<file path="config.mk">
export PLATFORM = sky130hd
export DESIGN_NAME = riffa_tx_streamer
export DESIGN_NICKNAME = d
export VERILOG_FILES = /design/src/rtl/riffa_pkg.sv /design/src/rtl/riffa_tx_streamer.sv
export SDC_FILE = /design/constraint.sdc
export NUM_CORES = 1
export LEC_CHECK = 0
export CORE_UTILIZATION = 49
export DETAILED_ROUTE_END_ITERATION = 16
export PLACE_DENSITY = 0.85
export SYNTH_ARGS = -nofsm -noshare
export SYNTH_HDL_FRONTEND = slang
export SYNTH_SLANG_ARGS = --single-unit
</file>
<file path="constraint.sdc">
create_clock -name clk -period 5.2 [get_ports clk]
set_clock_uncertainty 0.1 [all_clocks]
set_input_delay 1.56 -clock clk [delete_from_list [all_inputs] [get_ports clk]]
set_output_delay 1.56 -clock clk [all_outputs]
set_load 0.005 [all_outputs]
</file>
<file path="src/rtl/riffa_pkg.sv">
// Shared definitions for the RIFFA channel TX streamer: word sizing,
// request field widths and the state codes exposed on debug_state.
package riffa_pkg;

    localparam int RIFFA_WORD_BITS = 32;
    localparam int LEN_W = 32;
    localparam int OFF_W = 31;

    typedef enum logic [2:0] {
        ST_IDLE  = 3'd0,
        ST_REQ   = 3'd1,
        ST_XFER  = 3'd2,
        ST_DONE  = 3'd3,
        ST_ABORT = 3'd4
    } tx_state_t;

endpackage

</file>
<file path="src/rtl/riffa_tx_streamer.sv">
// RIFFA channel transmitter: streams one host-bound transaction from a
// FWFT source onto CHNL_TX_*, with ACK handshake and ACK timeout.
module riffa_tx_streamer
    import riffa_pkg::*;
#(
    parameter int C_PCI_DATA_WIDTH = 64,
    parameter int C_ACK_TIMEOUT = 65535
) (
    input  logic                        clk,
    input  logic                        rst,
    input  logic                        req_start,
    input  logic [LEN_W-1:0]            req_len,
    input  logic [OFF_W-1:0]            req_off,
    input  logic                        req_last,
    output logic                        req_busy,
    output logic                        req_done,
    output logic                        req_err,
    input  logic [C_PCI_DATA_WIDTH-1:0] src_data,
    input  logic                        src_valid,
    output logic                        src_ready,
    output logic                        CHNL_TX_CLK,
    output logic                        CHNL_TX,
    input  logic                        CHNL_TX_ACK,
    output logic                        CHNL_TX_LAST,
    output logic [LEN_W-1:0]            CHNL_TX_LEN,
    output logic [OFF_W-1:0]            CHNL_TX_OFF,
    output logic [C_PCI_DATA_WIDTH-1:0] CHNL_TX_DATA,
    output logic                        CHNL_TX_DATA_VALID,
    input  logic                        CHNL_TX_DATA_REN,
    output logic [7:0]                  debug_state
);

    localparam int WPB = C_PCI_DATA_WIDTH / RIFFA_WORD_BITS;
    localparam int SHIFT = $clog2(WPB);
    localparam logic [LEN_W:0] ROUND = (LEN_W + 1)'(WPB - 1);
    localparam logic [31:0] TIMEOUT = 32'(C_ACK_TIMEOUT);

    tx_state_t state, state_nxt;
    logic [LEN_W:0] beats_left, beats_nxt, req_beats;
    logic [31:0] to_cnt, to_nxt;
    logic load, xfer, beat;

    // 33-bit math keeps req_len = 0xFFFFFFFF from wrapping
    assign req_beats = ({1'b0, req_len} + ROUND) >> SHIFT;

    // Gate with rst so no pop is issued on the reset edge
    assign xfer = (state == ST_XFER) & ~rst;
    assign CHNL_TX_DATA_VALID = xfer & src_valid;
    assign src_ready = xfer & CHNL_TX_DATA_REN;
    assign beat = CHNL_TX_DATA_VALID & CHNL_TX_DATA_REN;

    assign CHNL_TX_CLK = clk;
    assign CHNL_TX_DATA = src_data;
    assign debug_state = 8'(state);

    always_comb begin
        state_nxt = state;
        beats_nxt = beats_left;
        to_nxt = to_cnt;
        load = 1'b0;
        unique case (state)
            ST_IDLE: begin
                if (req_start) begin
                    state_nxt = ST_REQ;
                    beats_nxt = req_beats;
                    to_nxt = '0;
                    load = 1'b1;
                end
            end
            ST_REQ: begin
                if (CHNL_TX_ACK) begin
                    state_nxt = (beats_left == '0) ? ST_DONE : ST_XFER;
                end else begin
                    to_nxt = to_cnt + 32'd1;
                    if (TIMEOUT != 32'd0 && to_nxt == TIMEOUT) begin
                        state_nxt = ST_ABORT;
                    end
                end
            end
            ST_XFER: begin
                if (beat) begin
                    beats_nxt = beats_left - 1'b1;
                    if (beats_left == (LEN_W + 1)'(1)) begin
                        state_nxt = ST_DONE;
                    end
                end
            end
            ST_DONE, ST_ABORT: state_nxt = ST_IDLE;
            default: state_nxt = ST_IDLE;
        endcase
    end

    always_ff @(posedge clk) begin
        if (rst) begin
            state <= ST_IDLE;
            beats_left <= '0;
            to_cnt <= '0;
            CHNL_TX <= 1'b0;
            req_busy <= 1'b0;
            req_done <= 1'b0;
            req_err <= 1'b0;
            CHNL_TX_LEN <= '0;
            CHNL_TX_OFF <= '0;
            CHNL_TX_LAST <= 1'b0;
        end else begin
            state <= state_nxt;
            beats_left <= beats_nxt;
            to_cnt <= to_nxt;
            CHNL_TX <= (state_nxt == ST_REQ) || (state_nxt == ST_XFER);
            req_busy <= state_nxt != ST_IDLE;
            req_done <= state_nxt == ST_DONE;
            req_err <= state_nxt == ST_ABORT;
            if (load) begin
                CHNL_TX_LEN <= req_len;
                CHNL_TX_OFF <= req_off;
                CHNL_TX_LAST <= req_last;
            end
        end
    end

endmodule

</file>
==> key figures, run 1 <==
Routing
  – Post-Route WL: ~22,000 microns
  – Via density: roughly 5.9
  – Initial drt markers: 819
  – Drc violations: 0
  – Drt first pass iters: 5
  – WL per Instance: around 17 microns
  – Antenna Nets Post-Route: 0
  – Via count: ~7,800

Setup path
  – CP delay by family, top: buffers and inverters
  – CP Cell Sequence: clkbuf_16 -> clkbuf_16 -> clkdlybuf4s50_1
  – Crit path DAT: about 3.3 ns
  – Slowest CP cell: clkdlybuf4s50_1
  – CP required: 3.54 ns
  – Startpoint Class: clock port
  – CP endpoint kind: output port
  – Crit Path Category: clock port to output port
  – CP dominant cell by count: clkbuf_16
  – CP max FO: 2
  – Worst path max stage delay: 0.44 ns
  – Crit path buffers/inverters: 3

Logic synthesis
  – Post-synth top area share: approximately a third
  – Mapped Cells: 1,058
  – Yosys warns: 0
  – Async S/R FF share, synth: 0%
  – EDFF count, synth: 0
  – Yosys reg bits: 136
  – Post-synth cell types: 69
  – Synthesized area: between 7000 and 8000 sq um
  – Post-synthesis sequential area ratio: a little over a third
  – Post-synth top area cell: dfxtp_1
  – Most common cell in the netlist: nand2_1
  – Top cells by area, synth: dfxtp_1 (35%), nand2_1 (9.0%), a21oi_1 (7.9%)
  – Avg Inst Size Synth: between 7 and 8 sq um
  – Post-synth top flop: dfxtp_1
  – Post-synth top cells: nand2_1 (186), dfxtp_1 (136), a21oi_1 (123)

CTS
  – CTS resizes: 0
  – Hold Buf Count CTS: 0
  – Skew-Pair Late Insertion Delay: 0.53 ns
  – Reg clk slew, reported paths: roughly 0.060 ns
  – CTS tree: built
  – Postcts setup bufs: 0

Timing
  – Worst Setup Slack, final: between 0.2 and 0.25 ns
  – Fin. max-slew vios: 0
  – RSZ-0062 raised after global routing: false
  – Slew @ Worst Pin: approximately 0.85 ns
  – Final hold violation count: 0
  – Max-slew headroom: 42.2%
  – Setup TNS: 0 ns
  – Final setup violation count: 0

Floorplan
  – IO Count: between 200 and 300
  – Core ar.: roughly 15,000 sq um
  – Starting Density: between 50% and 60%
  – Die X: approximately 130 microns
  – Die area: between 15,000 and 20,000 sq um
  – Die Y-Extent: 128 microns
  – Num rows: 45

Finish
  – # fillers: between 1,000 and 1,500
  – Area Overhead vs Synth: 21.7%
  – Layout cell share with drive strength beyond 1: a little under 7%
  – Diodes inserted: 0
  – Non-Filler Instances: between 1,000 and 1,500
  – Nets: around 1,200
  – Final core occ: around three fifths
  – Fin area: between 9000 and 10,000 sq um

GRT
  – Global-route wire length before repair: about 36,000 microns
  – Vias in the first global route: ~7,300
  – Antenna violations before repair: 0
  – Largest net degree at the start of global routing: between 80 and 90
  – Total grt overflow: 0
  – Gr usage total: between 20% and 30%

Placement
  – Area post-placement: 8820 sq um
  – Cell total after placement: about 1,300
  – Post-DP HPWL: ~15,000 microns
  – Port Buffers: between 100 and 150
  – Pre-CTS setup slack: approximately 0.53 ns
  – Placer Congestion: approximately 0.93

Status
  – Status: finished clean

Run
  – Max Cap Viol: 0

Power and ir drop
  – PD cells: 314 nW/um^2
  – Worst vdd ir: approximately 330 uV
  – LEAKAGE: around 3.3 nW

Worst hold path
  – Worst hold path class: register to register
## kinds of logic after synthesis
logic type / Yosys count / share of synthesized area [%]
multiplexers: 3 / 0.385
XOR/XNOR: 44 / 4.94
flip-flops: 136 / 34.9
buffers and inverters: 147 / 10.7
adder cells (fa/ha/maj): 5 / 0.802
other: 1 / 0.0481
AO/OA/AOI/OAI: 239 / 17.9
AND/OR/NAND/NOR: 483 / 30.4
## cell usage in the layout (no fill, tap or decap), types with 4 or more instances in the layout
master	instances
nand2_1	186
clkdlybuf4s50_1	142
dfxtp_1	136
a21oi_1	123
nor2_1	99
o21ai_0	48
nor3_1	37
nand3_1	33
xnor2_1	23
nand4_1	22
xor2_1	21
clkbuf_16	20
nor4_1	17
buf_4	15
and3_1	14
or3_1	13
a31oi_1	11
a211oi_1	10
a311oi_1	9
inv_1	8
nand3b_1	8
nor3b_1	6
and4_1	6
o211ai_1	6
nand2b_1	5
a22oi_1	5
or2_2	5
a221oi_1	5
ha_1	5
conb_1	5
o22ai_1	4
or4_4	4
inv_6	4
## where the power goes
part           leakage, nW  internal, W  switching (W)
Clock                0.325     0.000849       0.000508
Sequential            1.11      0.00110      0.0000446
Combinational         1.84     0.000217       0.000260
Total                 3.28      0.00217       0.000813
## worst paths after layout
kind	end	start	cells past startpoint	slack (ns)
worst max register to register	state[0]	to_cnt[0]	8	1.88
worst min-delay path	CHNL_TX_LEN[27]	CHNL_TX_LEN[27]	2	0.35
worst min register to register	CHNL_TX_LEN[27]	CHNL_TX_LEN[27]	2	0.35
worst max-delay path	CHNL_TX_CLK	clk	3	0.25
## worst min-delay path, cell delays in order, from the launching register on
cell	delay, ns
dfxtp_1	0.31
nand2_1	0.05
a21oi_1	0.05
## registers in the layout, indices dropped and copies added (netlist names)
signal	flops
CHNL_TX	1
to_cnt	32
CHNL_TX_LEN	32
CHNL_TX_LAST	1
state	3
req_err	1
beats_left	33
CHNL_TX_OFF	31
req_busy	1
req_done	1
## metal layers
layer,vias up,wire length (microns),track usage [%]
li1,3727,-,-
met1,3671,8920,32.8
met2,351,10400,44.6
met3,43,2210,10.5
met4,0,597,12.0
met5,-,0,0
## stage by stage
| step | total power, W | hold slack, ns |
|---|---|---|
| floorplan | 0.00148 | 0.350 |
| finish | 0.00298 | 0.354 |
| global route | 0.00310 | 0.370 |
| CTS | 0.00299 | 0.354 |
| global placement | 0.00164 | 0.340 |
| detailed placement | 0.00165 | 0.346 |
## final cells by class
class / instances / area, sq um / area share (%)
clock inverter: 12 / 140 / 1.48
inverter: 8 / 30.0 / 0.316
timing repair buffer: 156 / 1520 / 16.1
sequential: 136 / 2720 / 28.7
clock buffer: 24 / 542 / 5.71
tap: 211 / 264 / 2.78
multi-input combinational: 779 / 4270 / 45.0
No activity file was read; power rests on OpenSTA's default activity.
==> run 2, diff against run 1 <==
--- a/config.mk
+++ b/config.mk
@@ -6,6 +6,7 @@
 export NUM_CORES = 1
 export LEC_CHECK = 0
 export CORE_UTILIZATION = 49
+export CTS_BUF_LIST = sky130_fd_sc_hd__clkbuf_8 sky130_fd_sc_hd__clkbuf_16
 export DETAILED_ROUTE_END_ITERATION = 16
 export PLACE_DENSITY = 0.85
 export SYNTH_ARGS = -nofsm -noshare
==> key figures, run 2 (synthesized netlist as in run 1, its figures left out) <==
Status
  – Status: finished clean

Setup path
  – CP max FO: 2 (unchanged)
  – CP endpoint kind: output port
  – Crit Reg-Reg Startpoint: to_cnt[0]
  – Slowest CP cell: clkdlybuf4s50_1
  – Reg2reg end: state[0]
  – Worst R2R Setup Slack: 1.88 ns (about the same)
  – Crit Path Category: clock port to output port
  – CP dominant cell by count: clkbuf_16
  – CP Cell Sequence: clkbuf_16 -> clkbuf_16 -> clkdlybuf4s50_1
  – Crit path buffers/inverters: 3 (unchanged)
  – Crit path DAT: 3.29 ns (about the same)
  – R2R depth: 8 (unchanged)
  – Worst path max stage delay: 0.44 ns (about the same)
  – Startpoint Class: clock port
  – CP required: 3.54 ns (about the same)
  – CP delay by family, top: buffers and inverters

Placement
  – Area post-placement: 8820 sq um (unchanged)
  – Post-DP HPWL: 14,800 microns (unchanged)
  – Pre-CTS setup slack: 0.526 ns (unchanged)
  – Placer Congestion: 0.929 (unchanged)
  – Port Buffers: 143 (unchanged)

Power and ir drop
  – Worst vdd ir: 332 uV (-0.63%)
  – PD cells: 314 nW/um^2 (about the same)
  – LEAKAGE: 3.28 nW (+0.13%)

Routing
  – Initial drt markers: 811 (-0.98%)
  – Post-Route WL: 22,200 microns (about the same)
  – Drt first pass iters: 6 (+1)
  – Antenna Nets Post-Route: 0 (unchanged)
  – WL per Instance: 16.7 microns (about the same)
  – Drc violations: 0 (unchanged)
  – Via density: 5.87 (about the same)
  – Via count: 7,787 (-0.064%)

Finish
  – Nets: 1,241 (unchanged)
  – Top flop regs: beats_left x33, CHNL_TX_LEN x32, to_cnt x32
  – Fin area: 9490 sq um (unchanged)
  – Commonest non-fill, non-tap cell in the layout: nand2_1
  – Biggest register: beats_left
  – Flip-flop count of the largest register after layout: 33 (unchanged)
  – Diodes inserted: 0 (unchanged)
  – Most frequent cells in the layout: nand2_1 (186), clkdlybuf4s50_1 (142), dfxtp_1 (136)
  – Final core occ: 61.7% (unchanged)
  – Layout cell share with drive strength beyond 1: 6.82% (unchanged)
  – # fillers: 1,269 (unchanged)
  – Area Overhead vs Synth: 21.7% (unchanged)

Floorplan
  – Die area: 16,400 sq um (unchanged)
  – Die X: 128 microns (unchanged)
  – Num rows: 45 (unchanged)
  – Die Y-Extent: 128 microns (unchanged)
  – IO Count: 277 (unchanged)
  – Starting Density: 50.7% (unchanged)
  – Core ar.: 15,400 sq um (unchanged)

GRT
  – Gr usage total: 27.6% (unchanged)
  – Vias in the first global route: 7,302 (unchanged)
  – Largest net degree at the start of global routing: 83 (unchanged)
  – Total grt overflow: 0 (unchanged)
  – Antenna violations before repair: 0 (unchanged)
  – Global-route wire length before repair: 35,700 microns (unchanged)

Timing
  – Slew @ Worst Pin: 0.870 ns (+0.0254 ns)
  – Max-slew headroom: 40.5% (-1.7 points)
  – Final setup violation count: 0 (unchanged)
  – Worst Setup Slack, final: 0.247 ns (-0.000271 ns)
  – Hold_ws: 0.355 ns (+0.000260 ns)
  – Fin. max-slew vios: 0 (unchanged)
  – Final hold violation count: 0 (unchanged)
  – Setup TNS: 0 ns (unchanged)
  – RSZ-0062 raised after global routing: false

CTS
  – Postcts setup bufs: 0 (unchanged)
  – CTS tree: built
  – Hold Buf Count CTS: 0 (unchanged)
  – Skew-Pair Late Insertion Delay: 0.53 ns (about the same)
  – CTS resizes: 0 (unchanged)
  – Reg clk slew, reported paths: 0.06 ns (about the same)

Worst hold path
  – Worst hold start: CHNL_TX_LEN[27]
  – Worst Hold Path Cells: 2 (unchanged)
  – Worst hold path class: register to register
  – Hold path endpoint: CHNL_TX_LEN[27]

Run
  – Max Cap Viol: 0 (unchanged)
[run 2: where the power goes]
| group | internal (W) | switching [W] |
|---|---|---|
| Clock | 0.000847 | 0.000508 |
| Combinational | 0.000217 | 0.000260 |
| Sequential | 0.00110 | 0.0000446 |
| Total | 0.00217 | 0.000813 |
[run 2: how the worst max path moves through the flow]
stage               start     endpoint  slack, ns  cells past startpoint
finish                clk  CHNL_TX_CLK       0.25                      3
global route          clk  CHNL_TX_CLK       0.24                      3
CTS                   clk  CHNL_TX_CLK       0.24                      3
detailed placement    clk  CHNL_TX_CLK       0.53                      1
global placement      clk  CHNL_TX_CLK       0.53                      1
floorplan             clk  CHNL_TX_CLK       0.83                      1
[run 2: per-stage QoR]
step	total power [W]	cells
finish	0.00298	1326
global route	0.00310	1326
CTS	0.00299	1326
detailed placement	0.00165	1291
global placement	0.00164	1291
floorplan	0.00148	1062
[run 2: worst reg2reg max path: stages, from the launching register on]
cell      delay [ns]
dfxtp_1         0.46
ha_1            0.44
nand3_1         0.15
nor4_1          0.44
nand3_1         0.36
xor2_1          0.22
a31oi_1         0.14
nor4_1          0.72
a211oi_2        0.15
[run 2: area by class of cell]
class | count | area (sq um) | share of cell area (%)
clock buffers | 23 | 538 | 5.67
clock inverters | 13 | 144 | 1.52
inverters | 8 | 30.0 | 0.316
multi-input cells | 779 | 4270 | 45.0
flip-flops and latches | 136 | 2720 | 28.7
well taps | 211 | 264 | 2.78
repair buffers | 156 | 1520 | 16.1
[run 2: layer usage]
metal / track usage (%) / routed length (microns)
met1: 32.8 / 8780
met5: 0 / 0
met4: 12.0 / 573
met2: 44.6 / 10400
met3: 10.5 / 2360
